File: src/rtl/tp_rom_pkg.sv
// tp_rom_pkg: region map, region and state enums, and decode helpers
// shared by the ROM loader and its checksum accumulator.
package tp_rom_pkg;

    typedef enum logic [1:0] {
        IDLE,
        LOAD,
        DONE,
        ERR
    } state_e;

    typedef enum logic [2:0] {
        RG_CPU,
        RG_SND,
        RG_TILE,
        RG_SPR,
        RG_PROM,
        RG_NONE
    } region_e;

    localparam logic [24:0] CPU_BASE  = 25'h00000;
    localparam logic [24:0] CPU_SIZE  = 25'h06000;
    localparam logic [24:0] SND_BASE  = 25'h06000;
    localparam logic [24:0] SND_SIZE  = 25'h01000;
    localparam logic [24:0] TILE_BASE = 25'h07000;
    localparam logic [24:0] TILE_SIZE = 25'h02000;
    localparam logic [24:0] SPR_BASE  = 25'h09000;
    localparam logic [24:0] SPR_SIZE  = 25'h04000;
    localparam logic [24:0] PROM_BASE = 25'h0D000;
    localparam logic [24:0] PROM_SIZE = 25'h00240;

    function automatic region_e region_of(input logic [24:0] a);
        if (a < CPU_BASE + CPU_SIZE) begin
            return RG_CPU;
        end else if (a < SND_BASE + SND_SIZE) begin
            return RG_SND;
        end else if (a < TILE_BASE + TILE_SIZE) begin
            return RG_TILE;
        end else if (a < SPR_BASE + SPR_SIZE) begin
            return RG_SPR;
        end else if (a < PROM_BASE + PROM_SIZE) begin
            return RG_PROM;
        end
        return RG_NONE;
    endfunction

    function automatic logic [24:0] region_base(input region_e r);
        unique case (r)
            RG_CPU:  return CPU_BASE;
            RG_SND:  return SND_BASE;
            RG_TILE: return TILE_BASE;
            RG_SPR:  return SPR_BASE;
            RG_PROM: return PROM_BASE;
            default: return 25'h0;
        endcase
    endfunction

    function automatic logic [4:0] region_we(input region_e r);
        unique case (r)
            RG_CPU:  return 5'b00001;
            RG_SND:  return 5'b00010;
            RG_TILE: return 5'b00100;
            RG_SPR:  return 5'b01000;
            RG_PROM: return 5'b10000;
            default: return 5'b00000;
        endcase
    endfunction

endpackage

File: src/rtl/tp_rom_sum.sv
// tp_rom_sum: 16-bit wrapping sum of accepted image bytes; also exposes
// the next-cycle sum so a same-cycle final byte joins the pass check.
module tp_rom_sum (
    input  logic        clk_i,
    input  logic        rst_i,
    input  logic        clr_i,
    input  logic        add_i,
    input  logic [7:0]  byte_i,
    output logic [15:0] sum_o,
    output logic [15:0] sum_d_o
);

    logic [15:0] sum_q;
    logic [15:0] sum_d;

    always_comb begin
        sum_d = sum_q;
        if (clr_i) begin
            sum_d = 16'h0000;
        end else if (add_i) begin
            sum_d = sum_q + {8'h00, byte_i};
        end
    end

    always_ff @(posedge clk_i or posedge rst_i) begin
        if (rst_i) begin
            sum_q <= 16'h0000;
        end else begin
            sum_q <= sum_d;
        end
    end

    assign sum_o   = sum_q;
    assign sum_d_o = sum_d;

endmodule

File: src/rtl/tp_rom_loader.sv
// tp_rom_loader: turns HPS ioctl bytes into per-region ROM write strobes.
// Define ROM_CHECKSUM_EN to add the image checksum and the rom_sum port.
module tp_rom_loader #(
    parameter int          TOTAL_BYTES    = 53824,
    parameter logic [15:0] ROM_SUM_EXPECT = 16'h0000
) (
    input  logic        clk_49m,
    input  logic        reset,
    input  logic        ioctl_download,
    input  logic [7:0]  ioctl_index,
    input  logic        ioctl_wr,
    input  logic [24:0] ioctl_addr,
    input  logic [7:0]  ioctl_dout,
    output logic [15:0] rom_addr,
    output logic [7:0]  rom_data,
    output logic [4:0]  rom_we,
    output logic        rom_ready,
    output logic        load_err,
    output logic [15:0] byte_count
`ifdef ROM_CHECKSUM_EN
   ,output logic [15:0] rom_sum
`endif
);

    import tp_rom_pkg::*;

    localparam logic [24:0] TOTAL_A = 25'(TOTAL_BYTES);
    localparam logic [15:0] TOTAL_C = 16'(TOTAL_BYTES);

    state_e      state_q, state_d;
    logic        dl_q;
    logic [15:0] cnt_q, cnt_d;
    logic [15:0] addr_q, addr_d;
    logic [7:0]  data_q, data_d;
    logic [4:0]  we_q, we_d;
    logic        ovr_q, ovr_d;

    logic        dl_rise, dl_fall;
    logic        idx0, in_rng, wr_ok;
    logic        sum_clr, sum_add, sum_ok;
    region_e     rg;

    always_comb begin
        dl_rise = ioctl_download & ~dl_q;
        dl_fall = ~ioctl_download & dl_q;
        idx0    = (ioctl_index == 8'd0);
        in_rng  = (ioctl_addr < TOTAL_A);
        wr_ok   = ioctl_wr & idx0;
        rg      = region_of(ioctl_addr);
        sum_add = (state_q == LOAD) & wr_ok & in_rng;
        sum_clr = (state_q != LOAD) & dl_rise & idx0;
    end

`ifdef ROM_CHECKSUM_EN
    logic [15:0] sum_nxt;

    tp_rom_sum u_sum (
        .clk_i   (clk_49m),
        .rst_i   (reset),
        .clr_i   (sum_clr),
        .add_i   (sum_add),
        .byte_i  (ioctl_dout),
        .sum_o   (rom_sum),
        .sum_d_o (sum_nxt)
    );

    // An expected sum of zero means "don't care".
    assign sum_ok = (ROM_SUM_EXPECT == 16'h0000) || (sum_nxt == ROM_SUM_EXPECT);
`else
    logic unused_cfg;

    assign unused_cfg = ^{ROM_SUM_EXPECT, sum_clr};
    assign sum_ok     = 1'b1;
`endif

    // Completion uses the _d values so a write on the falling edge counts.
    always_comb begin
        state_d = state_q;
        cnt_d   = cnt_q;
        ovr_d   = ovr_q;
        we_d    = 5'b00000;
        addr_d  = addr_q;
        data_d  = data_q;
        unique case (state_q)
            LOAD: begin
                if (sum_add) begin
                    we_d   = region_we(rg);
                    addr_d = 16'(ioctl_addr - region_base(rg));
                    data_d = ioctl_dout;
                    if (cnt_q != 16'hFFFF) begin
                        cnt_d = cnt_q + 16'd1;
                    end
                end
                if (wr_ok && !in_rng) begin
                    ovr_d = 1'b1;
                end
                if (dl_fall) begin
                    if (cnt_d == TOTAL_C && !ovr_d && sum_ok) begin
                        state_d = DONE;
                    end else begin
                        state_d = ERR;
                    end
                end
            end
            default: begin
                if (sum_clr) begin
                    state_d = LOAD;
                    cnt_d   = 16'h0000;
                    ovr_d   = 1'b0;
                end
            end
        endcase
    end

    always_ff @(posedge clk_49m or posedge reset) begin
        if (reset) begin
            state_q <= IDLE;
            dl_q    <= 1'b0;
            cnt_q   <= 16'h0000;
            ovr_q   <= 1'b0;
            we_q    <= 5'b00000;
            addr_q  <= 16'h0000;
            data_q  <= 8'h00;
        end else begin
            state_q <= state_d;
            dl_q    <= ioctl_download;
            cnt_q   <= cnt_d;
            ovr_q   <= ovr_d;
            we_q    <= we_d;
            addr_q  <= addr_d;
            data_q  <= data_d;
        end
    end

    assign rom_we     = we_q;
    assign rom_addr   = addr_q;
    assign rom_data   = data_q;
    assign byte_count = cnt_q;
    assign rom_ready  = (state_q == DONE);
    assign load_err   = (state_q == ERR);

endmodule

File: config.mk
export PLATFORM = sky130hd
export DESIGN_NAME = tp_rom_loader
export DESIGN_NICKNAME = d
export VERILOG_FILES = /design/src/rtl/tp_rom_pkg.sv /design/src/rtl/tp_rom_sum.sv /design/src/rtl/tp_rom_loader.sv
export SDC_FILE = /design/constraint.sdc
export NUM_CORES = 1
export LEC_CHECK = 0
export BUFFER_PORTS_ARGS = -buffer_cell sky130_fd_sc_hd__buf_2
export CAP_MARGIN = 0
export CORE_AREA = 2 2 89 69
export CTS_BUF_LIST = sky130_fd_sc_hd__clkbuf_8 sky130_fd_sc_hd__clkbuf_16
export DETAILED_ROUTE_END_ITERATION = 12
export DIE_AREA = 0 0 91 71
export GPL_TIMING_DRIVEN = 1
export HOLD_SLACK_MARGIN = 0.12
export PLACE_DENSITY = 0.76
export SYNTH_ARGS = -nofsm -noshare
export SYNTH_HDL_FRONTEND = slang
export SYNTH_SLANG_ARGS = --single-unit
File: constraint.sdc
create_clock -name clk_49m -period 2.55 [get_ports clk_49m]
set_input_delay 0.51 -clock clk_49m [delete_from_list [all_inputs] [get_ports clk_49m]]
set_output_delay 0.51 -clock clk_49m [all_outputs]
set_load 0.03 [all_outputs]
==> results of run 1 <==
==> stage by stage <==
| stage | util | cells | worst slack, ps | total power (uW) | area (um^2) |
|---|---|---|---|---|---|
| 2_1_floorplan | - | 304 | 33.10 | 873.2 | 2711 |
| 3_3_place_gp | 0.6237 | 502 | -117.8 | 939.6 | 3521 |
| 3_5_place_dp | 0.6237 | 502 | -145.0 | 943.1 | 3521 |
| 4_1_cts | 0.6396 | 510 | 189.3 | 1411 | 3611 |
| 5_1_grt | 0.6396 | 510 | 6.415 | 1449 | 3611 |
| 6_report | 0.6396 | 510 | 185.7 | 1400 | 3611 |
==> kinds of logic (layout without fill, tap and decap cells) <==
family,after synthesis,count (layout),share of synthesized area
muxes,8,8,0.03000
AOI/OAI and AO/OA,51,51,0.1297
buffers and inverters,22,150,0.03876
adders and majority gates,5,5,0.02584
and+or+nand+nor,160,160,0.2944
xor gates and xnor gates,9,9,0.02907
DFF,49,49,0.4522
==> cell usage after synthesis (3+ instances only) <==
library cell   n  share of area
and2_1         4         0.0092
o31ai_1        4          0.011
or3_1          3         0.0069
clkbuf_1       7         0.0097
buf_2          3         0.0055
ha_1           4          0.018
xnor2_1        6          0.019
nand2_1       82           0.11
nor3_1        11          0.020
nand4_1        7          0.016
o21ai_0       12          0.022
o21a_1         4          0.011
a31oi_1        5          0.012
nor2_1        20          0.028
xor2_1         3         0.0097
dfrtp_1       49           0.45
and3_1         3         0.0069
a311oi_1       3         0.0097
nand3_1       10          0.018
inv_1          9          0.012
a21oi_1        9          0.017
o211ai_1       3         0.0083
mux2i_1        7          0.026
nor4_2         3          0.014
==> registers in the layout, indices dropped and copies added, names as in the netlist <==
name	flops
byte_count	16
rom_data	8
dl_q	1
state_q	2
rom_addr	16
ovr_q	1
rom_we	5
==> worst paths after layout <==
path                            slack [ps]           start  cells after the start             end
worst min-delay path                   160           reset                      2     rom_data[2]
min in group clk_49m                   340  ioctl_download                      1            dl_q
worst max register to register         210  byte_count[11]                      8      state_q[0]
max in group asynchronous             1830           reset                      3  byte_count[13]
worst min register to register         470     rom_addr[3]                      2     rom_addr[3]
worst max-delay path                   190  ioctl_addr[20]                     12    rom_addr[15]
==> metal layers <==
layer	global-route usage	vias up	routed length, um
li1	-	1313	-
met1	0.3151	1225	3183
met2	0.3276	126	2881
met3	0.04579	11	577
met4	0.07744	0	104
met5	0	-	0
==> worst max-delay path: stages <==
cell	delay, ps
buf_2	110
nor4_4	310
nand3_4	160
or3_1	390
nand2_1	90
ha_1	150
inv_1	50
a21o_1	170
a21oi_1	170
xor2_1	220
xnor2_1	150
a21oi_1	80
==> final cells by class <==
| cell class | instances | area, um^2 | share of cell area |
|---|---|---|---|
| clock buffer | 5 | 68.82 | 0.01906 |
| timing repair buffer | 133 | 770.7 | 0.2134 |
| tap | 78 | 97.59 | 0.02703 |
| clock inverter | 3 | 21.27 | 0.005891 |
| inverter | 9 | 33.78 | 0.009356 |
| multi-input combinational | 233 | 1393 | 0.3857 |
| sequential | 49 | 1226 | 0.3396 |
==> power by group through the flow <==
stage | clock network (uW) | logic [uW] | registers, uW
floorplan | 0 | 67.5 | 806
finish | 473 | 135 | 791
CTS | 483 | 137 | 791
global placement | 0 | 133 | 806
detailed placement | 0 | 136 | 807
global route | 506 | 150 | 793
==> results.toml, run 1 <==
[logic_synthesis]
postSynthAreaPerCell_um2 = 8.919
ys_ff_latch = 49
syn_inst = 304
synthesis.area_mm2 = 0.002711
synth-warning-count = 0
synth_edf_count = 0
yosysSeqAreaShare = 0.4522
synth_nets = 354
synthArstFlopShare = 1.000
ys.flop_type = "dfrtp_1"
ys_types = 50

[timing]
hold_viol = 0
slew_viol_final = 0
clock_skew_ps = 8.607
rsz0062_at_grt = "no"
worstMarginPinSlew_ps = 622.2
whs_ps = 162.8
finalSetupTns_ps = 0
maxSlewHeadroom = 0.5794
fmax_mhz = 423.0
setup_viol = 0
period_share = 0.9272
period_needed_ps = 2364

[global_route]
track_usage = 0.2179
antenna_found_initial = 0
grt_overflow = 0
grt_max_degree = 27
first_global_vias = 2492
grt_pass1_wl_um = 11390

[drt]
drt-initial-drc-count = 182
vias_per_cell = 5.245
vias = 2675
wire_per_inst_um = 13.23
drc = 0
final_antenna_net_count = 0
first_pass_iters = 4
wl_um = 6746

[placement]
place_congestion = 0.9228
dp_hpwl_um = 5312
io_buffers = 91

[setup_path]
path_class = "input port to register"
start_kind = "input port"
crit_arrival_ps = 2560
cp-end-kind = "register"
worstPathRequired_ps = 2750
cp_max_fo = 9

[die]
initial_core_util = 0.4803
die_x_um = 91
rows = 24
core_area_mm2 = 0.005645
design.die.area_mm2 = 0.006461
num_io_pins = 92
fp.dieH_um = 71

[cts]
cts_tree = "built"
cts_made_buffers = 5
clkTransAtPathRegs_ps = 100
post_cts_buffers = 0
cts-root-buf = "clkbuf_8"
htree_num_levels = 2
clk_latency_ps = 310
cts-hold-fix-buffers = 0
cts_num_sinks = 49
cts.path.max_buffers = 2
ctsResizeCount = 0

[worst_hold_path]
hp-class = "input port to asynchronous set/reset pin"

[power]
leakage_uw = 0.001902
intPower_uw = 1038
vdd_drop_max_mv = 0.2422
p_per_area_mw_per_mm2 = 387.7
p_switching_uw = 361.5
p_clk_frac = 0.338
p_comb_frac = 0.097
swShare = 0.2582
p_seq_frac = 0.565

[run]
drv_cap = 0

[layout]
nFillCells = 473
final_nets = 481
layout_common_cells = "91 x buf_2, 82 x nand2_1, 49 x dfrtp_1"
layout_commonest_cell = "buf_2"
layout-drive-gt1-share = 0.3565
diodes = 0
area_growth_pct = 33.18

[outcome]
outcome = "completed"
Note: power is estimated with default switching activity, not from simulation.
==> run 2, diff against run 1 <==
Settings changed: CORE_AREA 2 2 89 69 to 2 2 85 67, DIE_AREA 0 0 91 71 to 0 0 87 69, PLACE_DENSITY 0.76 to 0.81, SKIP_CTS_REPAIR_TIMING from default to 1.
Clock period 2.55 ns to 2.9 ns, I/O delays scaled along.
==> results.toml, run 2 (synthesis results as in run 1) <==
[setup_path]
max_stage_delay_ps = 490
startpoint = "ioctl_addr[6]"
cp-endpoint = "state_q[0]"
r2r_slack_ps = 280
cp_num_buf_inv = 2
rr_startpoint = "state_q[1]"
path_cells = "buf_2, o31ai_1, nand2_1, buf_4, a2111o_1, nor3_1, o21ai_0, a2111oi_0, a31oi_1"
crit_arrival_ps = 2830
path_delay_family = "compound AO/OA/AOI/OAI gates"
worst_path_max_delay_cell = "a2111o_1"
cp.depth = 9
cp_max_fo = 5
cp-end-kind = "register"
start_kind = "input port"
path_class = "input port to register"
worstPathRequired_ps = 3080
r2r-end = "state_q[0]"
ff2ff_path_depth = 8

[timing]
slew_viol_final = 0
maxSlewHeadroom = 0.6055
hold_viol = 0
worstMarginPinSlew_ps = 591.8
fmax_mhz = 378.1
period_needed_ps = 2645
clock_skew_ps = 6.320
whs_ps = 416.6
finalSetupTns_ps = 0
rsz0062_at_grt = "no"
period_share = 0.9121
setup_viol = 0

[drt]
vias_per_cell = 5.465
wire_per_inst_um = 14.19
first_pass_iters = 5
vias = 2525
final_antenna_net_count = 0
drc = 0
drt-initial-drc-count = 174
wl_um = 6556

[placement]
dp_hpwl_um = 5011
dp.cells = 454
io_buffers = 91
place_congestion = 0.8869

[power]
total_power_uw = 1220
leakage_uw = 0.001747
vdd_drop_max_mv = 0.2191
p_per_area_mw_per_mm2 = 363.9

[layout]
utilization = 0.6507
layout_common_cells = "91 x buf_2, 82 x nand2_1, 49 x dfrtp_1"
layout-drive-gt1-share = 0.3050
layout_commonest_cell = "buf_2"
final_nets = 449
area_growth_pct = 23.63
diodes = 0
instances_no_fill = 462

[global_route]
grt_max_degree = 50
track_usage = 0.2239
first_global_vias = 2289
grt_pass1_wl_um = 10710
antenna_found_initial = 0
grt_overflow = 0

[cts]
cts_tree = "built"
htree_num_levels = 2
cts_num_sinks = 49
clk_latency_ps = 310
cts-root-buf = "clkbuf_8"
cts.path.max_buffers = 2
clkTransAtPathRegs_ps = 100
cts_made_buffers = 5

[die]
die_x_um = 87
core_area_mm2 = 0.005151
design.die.area_mm2 = 0.006003
rows = 23
num_io_pins = 92
initial_core_util = 0.5264
fp.dieH_um = 69

[worst_hold_path]
hp-class = "input port to asynchronous set/reset pin"

[run]
drv_cap = 0

[outcome]
outcome = "completed"
run 2: worst min path at each step:
stage / from / end / slack [ps] / depth (start not counted)
2_1_floorplan: ovr_q / ovr_q / 460 / 1
3_3_place_gp: rom_data[1] / rom_data[1] / 440 / 2
4_1_cts: ioctl_download / dl_q / 410 / 1
5_1_grt: ioctl_download / dl_q / 410 / 1
3_5_place_dp: rom_data[0] / rom_data[0] / 450 / 2
6_report: reset / rom_addr[2] / 420 / 3
run 2: final cells by class:
class | count | area (um^2)
fillers | 441 | 1799
multi-input cells | 233 | 1393
flip-flops and latches | 49 | 1226
repair buffers | 101 | 530.5
well taps | 62 | 77.57
clock buffers | 5 | 68.82
inverters | 9 | 33.78
clock inverters | 3 | 22.52
run 2: metal layers:
layer,global-route usage,up-vias,wire (um),share of wire
met5,0,-,0,0
met4,0.03819,0,47,0.0072
met3,0.05269,8,629,0.096
met2,0.3206,139,2751,0.42
met1,0.3492,1128,3128,0.48
li1,-,1250,-,-
run 2: where the power goes:
part / internal (uW) / total [uW] / switching, uW
combinational: 47.8 / 113 / 65.2
clock: 171 / 411 / 239
sequential: 689 / 696 / 7.45
run 2: worst reg2reg max path, cell delays in order (launching register included):
cell       delay, ps
dfrtp_1          420
and2b_1          400
nand4_1          190
buf_4            180
a2111oi_4        430
a31oi_1          160
a21o_1           190
a2111oi_0        390
a31oi_1          140
run 2: metrics by stage:
| stage | worst slack, ps | instance area (um^2) |
|---|---|---|
| after floorplan | 313.1 | 2711 |
| after global placement | 105.6 | 3261 |
| after detailed placement | -32.11 | 3261 |
| after CTS | 304.7 | 3352 |
| after global routing | 51.38 | 3352 |
| final | 255.0 | 3352 |
